$ cat src/rtl/key_repeat_if.sv
// Key-repeat bus: held-key input, companion timer handshake and the
// valid/ready keystroke output stream, grouped for the key_repeat block.
interface key_repeat_if;
    logic       key_down;
    logic [7:0] key_code;
    logic       timer_finished;
    logic       timer_clear;
    logic       timer_enabled;
    logic       out_valid;
    logic [7:0] out_code;
    logic       out_ready;

    // master: the key_repeat block itself
    modport master (
        input  key_down,
        input  key_code,
        input  timer_finished,
        input  out_ready,
        output timer_clear,
        output timer_enabled,
        output out_valid,
        output out_code
    );

    // slave: keyboard scanner, timer and downstream consumer side
    modport slave (
        output key_down,
        output key_code,
        output timer_finished,
        output out_ready,
        input  timer_clear,
        input  timer_enabled,
        input  out_valid,
        input  out_code
    );
endinterface

$ cat src/rtl/key_repeat.sv
// Typematic key repeater: emits a keystroke on press (or code change), then,
// when KEY_REPEAT_AUTOREPEAT_EN is defined, repeats it after DELAY_TICKS
// timer ticks and every RATE_TICKS ticks thereafter. Without the macro,
// exactly one keystroke is emitted per press or code change and the
// companion timer is never enabled. Output is a single-entry valid/ready
// slot; emissions arriving while an unaccepted offer is pending are dropped.
module key_repeat #(
    parameter int unsigned DELAY_TICKS = 25,
    parameter int unsigned RATE_TICKS  = 3
) (
    input  logic         clk,
    input  logic         reset,
    key_repeat_if.master bus
);

`ifdef KEY_REPEAT_AUTOREPEAT_EN
    typedef enum logic [1:0] {IDLE, DELAY, REPEAT} state_t;
    localparam logic TIMER_ON = 1'b1;
`else
    typedef enum logic [1:0] {IDLE, DELAY} state_t;
    localparam logic TIMER_ON = 1'b0;
`endif

    localparam logic [7:0] DELAY_LOAD = 8'(DELAY_TICKS - 1);
    localparam logic [7:0] RATE_LOAD  = 8'(RATE_TICKS - 1);

    state_t     state;
    logic [7:0] count;
    logic [7:0] held_code;

    logic       in_hold;
    logic       press;
    logic       rep_emit;
    logic       emit;
    logic [7:0] emit_code;
    logic       accept;
    logic       slot_free;
`ifdef KEY_REPEAT_AUTOREPEAT_EN
    logic       tick;
`else
    logic       unused_cfg;
    assign unused_cfg = ^{bus.timer_finished, count, RATE_LOAD};
`endif

    // Decode press/code-change, tick-driven repeat and output slot status
    always_comb begin
        in_hold   = (state != IDLE) && bus.key_down && (bus.key_code == held_code);
        press     = bus.key_down && !in_hold;
        accept    = bus.out_valid && bus.out_ready;
        slot_free = !bus.out_valid || bus.out_ready;
`ifdef KEY_REPEAT_AUTOREPEAT_EN
        tick      = bus.timer_finished && bus.timer_enabled;
        rep_emit  = in_hold && tick && (count == '0);
`else
        rep_emit  = 1'b0;
`endif
        emit      = press || rep_emit;
        emit_code = press ? bus.key_code : held_code;
    end

    // State machine, delay/rate counter and registered outputs
    always_ff @(posedge clk) begin
        if (reset) begin
            state             <= IDLE;
            count             <= '0;
            held_code         <= '0;
            bus.out_valid     <= 1'b0;
            bus.out_code      <= '0;
            bus.timer_clear   <= 1'b0;
            bus.timer_enabled <= 1'b0;
        end else begin
            bus.timer_clear <= 1'b0;

            // A release suppresses any emission because press and rep_emit
            // both require key_down; the pending offer is left untouched.
            if (emit && slot_free) begin
                bus.out_valid <= 1'b1;
                bus.out_code  <= emit_code;
            end else if (accept) begin
                bus.out_valid <= 1'b0;
            end

            if (!bus.key_down) begin
                state             <= IDLE;
                bus.timer_enabled <= 1'b0;
            end else if (press) begin
                held_code         <= bus.key_code;
                count             <= DELAY_LOAD;
                bus.timer_clear   <= 1'b1;
                bus.timer_enabled <= TIMER_ON;
                state             <= DELAY;
            end
`ifdef KEY_REPEAT_AUTOREPEAT_EN
            else if (tick) begin
                if (count != '0) begin
                    count <= count - 8'd1;
                end else begin
                    count <= RATE_LOAD;
                    state <= REPEAT;
                end
            end
`endif
        end
    end

endmodule

$ cat src/flat_wrapper.sv
// flat-port wrapper written by rule: the top's interface ports become plain ports
module key_repeat_flat 
#(
    parameter int unsigned DELAY_TICKS = 25,
    parameter int unsigned RATE_TICKS  = 3
)
  (clk, reset, bus_key_down, bus_key_code, bus_timer_finished, bus_out_ready, bus_timer_clear, bus_timer_enabled, bus_out_valid, bus_out_code);
  key_repeat_if bus_i ();
  input  logic clk;
  input  logic reset;
  input wire logic [$bits(bus_i.key_down)-1:0] bus_key_down;
  input wire logic [$bits(bus_i.key_code)-1:0] bus_key_code;
  input wire logic [$bits(bus_i.timer_finished)-1:0] bus_timer_finished;
  input wire logic [$bits(bus_i.out_ready)-1:0] bus_out_ready;
  output wire logic [$bits(bus_i.timer_clear)-1:0] bus_timer_clear;
  output wire logic [$bits(bus_i.timer_enabled)-1:0] bus_timer_enabled;
  output wire logic [$bits(bus_i.out_valid)-1:0] bus_out_valid;
  output wire logic [$bits(bus_i.out_code)-1:0] bus_out_code;
  assign bus_i.key_down = bus_key_down;
  assign bus_i.key_code = bus_key_code;
  assign bus_i.timer_finished = bus_timer_finished;
  assign bus_i.out_ready = bus_out_ready;
  assign bus_timer_clear = bus_i.timer_clear;
  assign bus_timer_enabled = bus_i.timer_enabled;
  assign bus_out_valid = bus_i.out_valid;
  assign bus_out_code = bus_i.out_code;
  key_repeat #(.DELAY_TICKS(DELAY_TICKS), .RATE_TICKS(RATE_TICKS)) u_core (.clk(clk), .reset(reset), .bus(bus_i));
endmodule
$ cat config.mk
export PLATFORM = sky130hd
export DESIGN_NAME = key_repeat_flat
export DESIGN_NICKNAME = d
export VERILOG_FILES = /design/src/rtl/key_repeat_if.sv /design/src/rtl/key_repeat.sv /design/src/flat_wrapper.sv
export SDC_FILE = /design/constraint.sdc
export NUM_CORES = 1
export LEC_CHECK = 0
export ABC_CLOCK_PERIOD_IN_PS = 1800
export CAP_MARGIN = 25
export CORE_AREA = 4 4 71 60
export CTS_BUF_LIST = sky130_fd_sc_hd__clkbuf_2 sky130_fd_sc_hd__clkbuf_4 sky130_fd_sc_hd__clkbuf_8
export CTS_CLUSTER_SIZE = 14
export DETAILED_ROUTE_END_ITERATION = 8
export DIE_AREA = 0 0 75 64
export PLACE_DENSITY_LB_ADDON = 0.2
export SLEW_MARGIN = 20
export SYNTH_ARGS = -nofsm -noshare
export SYNTH_HDL_FRONTEND = slang
export SYNTH_SLANG_ARGS = --single-unit
$ cat constraint.sdc
create_clock -name clk -period 1.8 [get_ports clk]
set_clock_uncertainty 0.05 [all_clocks]
set_input_delay 0.36 -clock clk [delete_from_list [all_inputs] [get_ports clk]]
set_output_delay 0.36 -clock clk [all_outputs]
set_load 0.01 [all_outputs]
==> summary.txt <==
GRT
  • First-pass GRT wire length: between 4 and 5 mm
  • Gr usage total: between 10% and 20%
  • Overflow after GRT: 0
  • Largest net degree at the start of global routing: 15
  • Vias in the first global route: roughly 1100
  • Initial antenna violation count: 0

Logic synthesis
  • Number of distinct library cells after synthesis: 28
  • Seq/Total Area, Yosys: between 30% and 40%
  • Synth Flop Type: dfxtp_1
  • Seq cells post-synth: 19
  • Synth async-reset ratio: 0%
  • Mapped Cells: around 120
  • Synthesized Nets: approximately 130
  • Mapped Area: between 1000 and 1500 um^2
  • Syn Area/Cell: 8.68 um^2
  • Ys Warns: 0
  • EDFF count, synth: 0

CTS
  • Worst-Skew Late Latency: 260 ps
  • Postcts setup bufs: 0
  • CTS buffer count: 3
  • Hold_buf cts: 0
  • CTS tree: done
  • H-tree levels: 1
  • Clk sinks: 19
  • CTS resizes: 0
  • Root buffer cell: clkbuf_8
  • Clk slew on worst S/H paths: approximately 80 ps
  • Clock tree buffer depth: 2

Finish
  • Fillers: between 300 and 400
  • Share of layout cells above drive strength 1: 17.2%
  • Final #Nets: ~170
  • Cell Count, Final, Fillers Out: approximately 200
  • # diodes: 0
  • Area growth, synth to finish: 39.7%
  • Final core occ: between 40% and 50%

Floorplan
  • Chip Height: about 64 um
  • Cell Rows: 20
  • Die width: 75 um
  • Ports: 24
  • Die area: 4800 um^2
  • Starting Density: ~29%
  • Core area: ~3600 um^2

Power and ir drop
  • Pleak: 0.000603 uW
  • Power Density: 732 nW/um^2
  • Worst vdd ir: 0.000567 V
  • Total power: ~1100 uW

Job
  • Max cap viols: 0

Worst setup path
  • Worst-case reg-to-reg path depth: 4
  • Critical Path Max Stage Delay: approximately 530 ps
  • Reg2reg setup slack: roughly 330 ps
  • R2r endpoint: u_core.bus.out_code[0]$_SDFFE_PP0P_
  • Arr. time, crit path: about 1800 ps
  • Critical Path Start Type: input pin
  • CP Data Required Time: between 1500 and 2000 ps
  • Worst Path Max Fanout: 3
  • Type of the worst setup path: in -> reg
  • Critical-path cell list: clkdlybuf4s50_1 > xnor2_1 > and3_1 > a21oi_2 > or4_1
  • Slowest cell on crit path: clkdlybuf4s50_1
  • Crit. End Element: register
  • RR Startpoint: u_core.held_code[2]$_SDFFE_PP0P_

Route
  • Drt via density: between 5 and 6
  • Vias: about 1000
  • Initial drt markers: 32
  • DRC Markers: 0
  • Post-Route WL: around 2.8 mm
  • ANT nets after route: 0
  • WL/cell: 13.8 um
  • Detailed Routing Iterations Pass 1: 4

Hold path
  • Worst hold path depth: 2
  • Worst hold path endpoint: u_core.held_code[6]$_SDFFE_PP0P_
  • Worst Hold Class: reg -> reg
  • Min-delay src: u_core.held_code[6]$_SDFFE_PP0P_

Timing
  • RSZ-0062 raised after global routing: no
  • Max-slew violation count: 0
  • Tcrit/Tclk final: a little over nine tenths
  • Fmax: 0.574 GHz
  • Setup violators final: 0
  • Final worst path period need: between 1500 and 2000 ps
  • Hold Violations, Final: 0

Placed design
  • I/O Buffers: 21
  • Dpl hpwl: approximately 2.1 mm
  • DP Cell Count: 197
  • GP Congestion: about 0.8

Status
  • Status: complete, no violations
Yosys cell counts (all sizes together) (2+ instances only):
cell / number / area (um^2)
mux2i: 7 / 70.1
clkbuf: 5 / 18.8
nand3: 9 / 45.0
nand2b: 2 / 12.5
a21oi: 4 / 23.8
nor2b: 9 / 56.3
dfxtp: 19 / 380
o21ai: 8 / 40.0
nand2: 3 / 11.3
nor2: 10 / 37.5
buf: 5 / 36.3
xnor2: 8 / 70.1
a22oi: 7 / 52.6
and4b: 7 / 70.1
nand4: 9 / 62.6
area by class of cell:
| class | count | area (um^2) | area share (%) |
|---|---|---|---|
| Tap cell | 44 | 55.1 | 3.75 |
| Multi-Input combinational cell | 92 | 614 | 41.9 |
| Sequential cell | 19 | 380 | 25.9 |
| Timing Repair Buffer | 42 | 368 | 25.1 |
| Clock buffer | 4 | 48.8 | 3.33 |
sequential cells by signal, summed over array words and instances, names as in the netlist:
name,cells
u_core.held_code,8
u_core.bus.timer_clear,1
u_core.bus.out_valid,1
u_core.state,1
u_core.bus.out_code,8
worst max path at each step:
stage,from,end,slack [ps],cells past startpoint
after floorplan,bus_key_code[5],u_core.bus.out_code[0]$_SDFFE_PP0P_,280,5
after detailed placement,bus_key_code[1],u_core.bus.out_code[0]$_SDFFE_PP0P_,-210,5
final,bus_key_code[5],u_core.bus.out_code[0]$_SDFFE_PP0P_,60,5
after global routing,bus_key_code[6],u_core.bus.out_code[0]$_SDFFE_PP0P_,3,5
after global placement,bus_key_code[5],u_core.bus.out_code[0]$_SDFFE_PP0P_,-200,5
after CTS,bus_key_code[5],u_core.bus.out_code[0]$_SDFFE_PP0P_,70,5
power breakdown:
part | internal [uW] | switching [uW]
registers | 455 | 18.4
clock network | 173 | 153
logic | 147 | 127
layer usage:
metal / wire (um) / share of wire, % / GRT usage, %
met4: 31 / 1.1 / 3.33
met3: 150 / 5.4 / 4.09
met1: 1360 / 49 / 15.8
met2: 1230 / 44 / 20.1
met5: 0 / 0 / 0
cell families after synthesis:
logic type             Yosys count  synth area share, %
AND/OR/NAND/NOR                 56                 33.0
flip-flops                      19                 36.2
other                            1                0.357
AO/OA/AOI/OAI                   20                 11.8
multiplexers                     7                 6.67
buffers and inverters           10                 5.24
XOR/XNOR                         8                 6.67
metrics by stage:
step	setup TNS (ps)	setup WS, ps	hold WS, ps	instance area [um^2]
after global routing	0	2.57	509	1470
final	0	58.8	469	1470
after global placement	-621	-199	448	1420
after floorplan	0	284	432	1050
after detailed placement	-883	-207	457	1420
after CTS	0	72.4	476	1470
cell usage in the layout (no fill, tap or decap), types with 2 or more instances in the layout:
| cell | Yosys | routed |
|---|---|---|
| clkbuf_8 | 0 | 3 |
| clkdlybuf4s50_1 | 0 | 21 |
| and4b_1 | 7 | 7 |
| nor2b_1 | 9 | 9 |
| nand2_1 | 3 | 3 |
| nand4_1 | 8 | 8 |
| mux2i_1 | 7 | 7 |
| nor2_1 | 10 | 10 |
| dfxtp_1 | 19 | 19 |
| xnor2_1 | 8 | 8 |
| a21oi_1 | 3 | 3 |
| o21ai_0 | 8 | 8 |
| nand3_1 | 9 | 9 |
| a22oi_1 | 7 | 7 |
| buf_4 | 2 | 21 |
| nand2b_1 | 2 | 2 |
worst max-delay path: cells and delay by family:
kind,cells,cell delay [ps]
compound gates,1,50
buf+inv,1,530
simple gates,2,720
xor+xnor,1,160
Note: power is estimated with default switching activity, not from simulation.
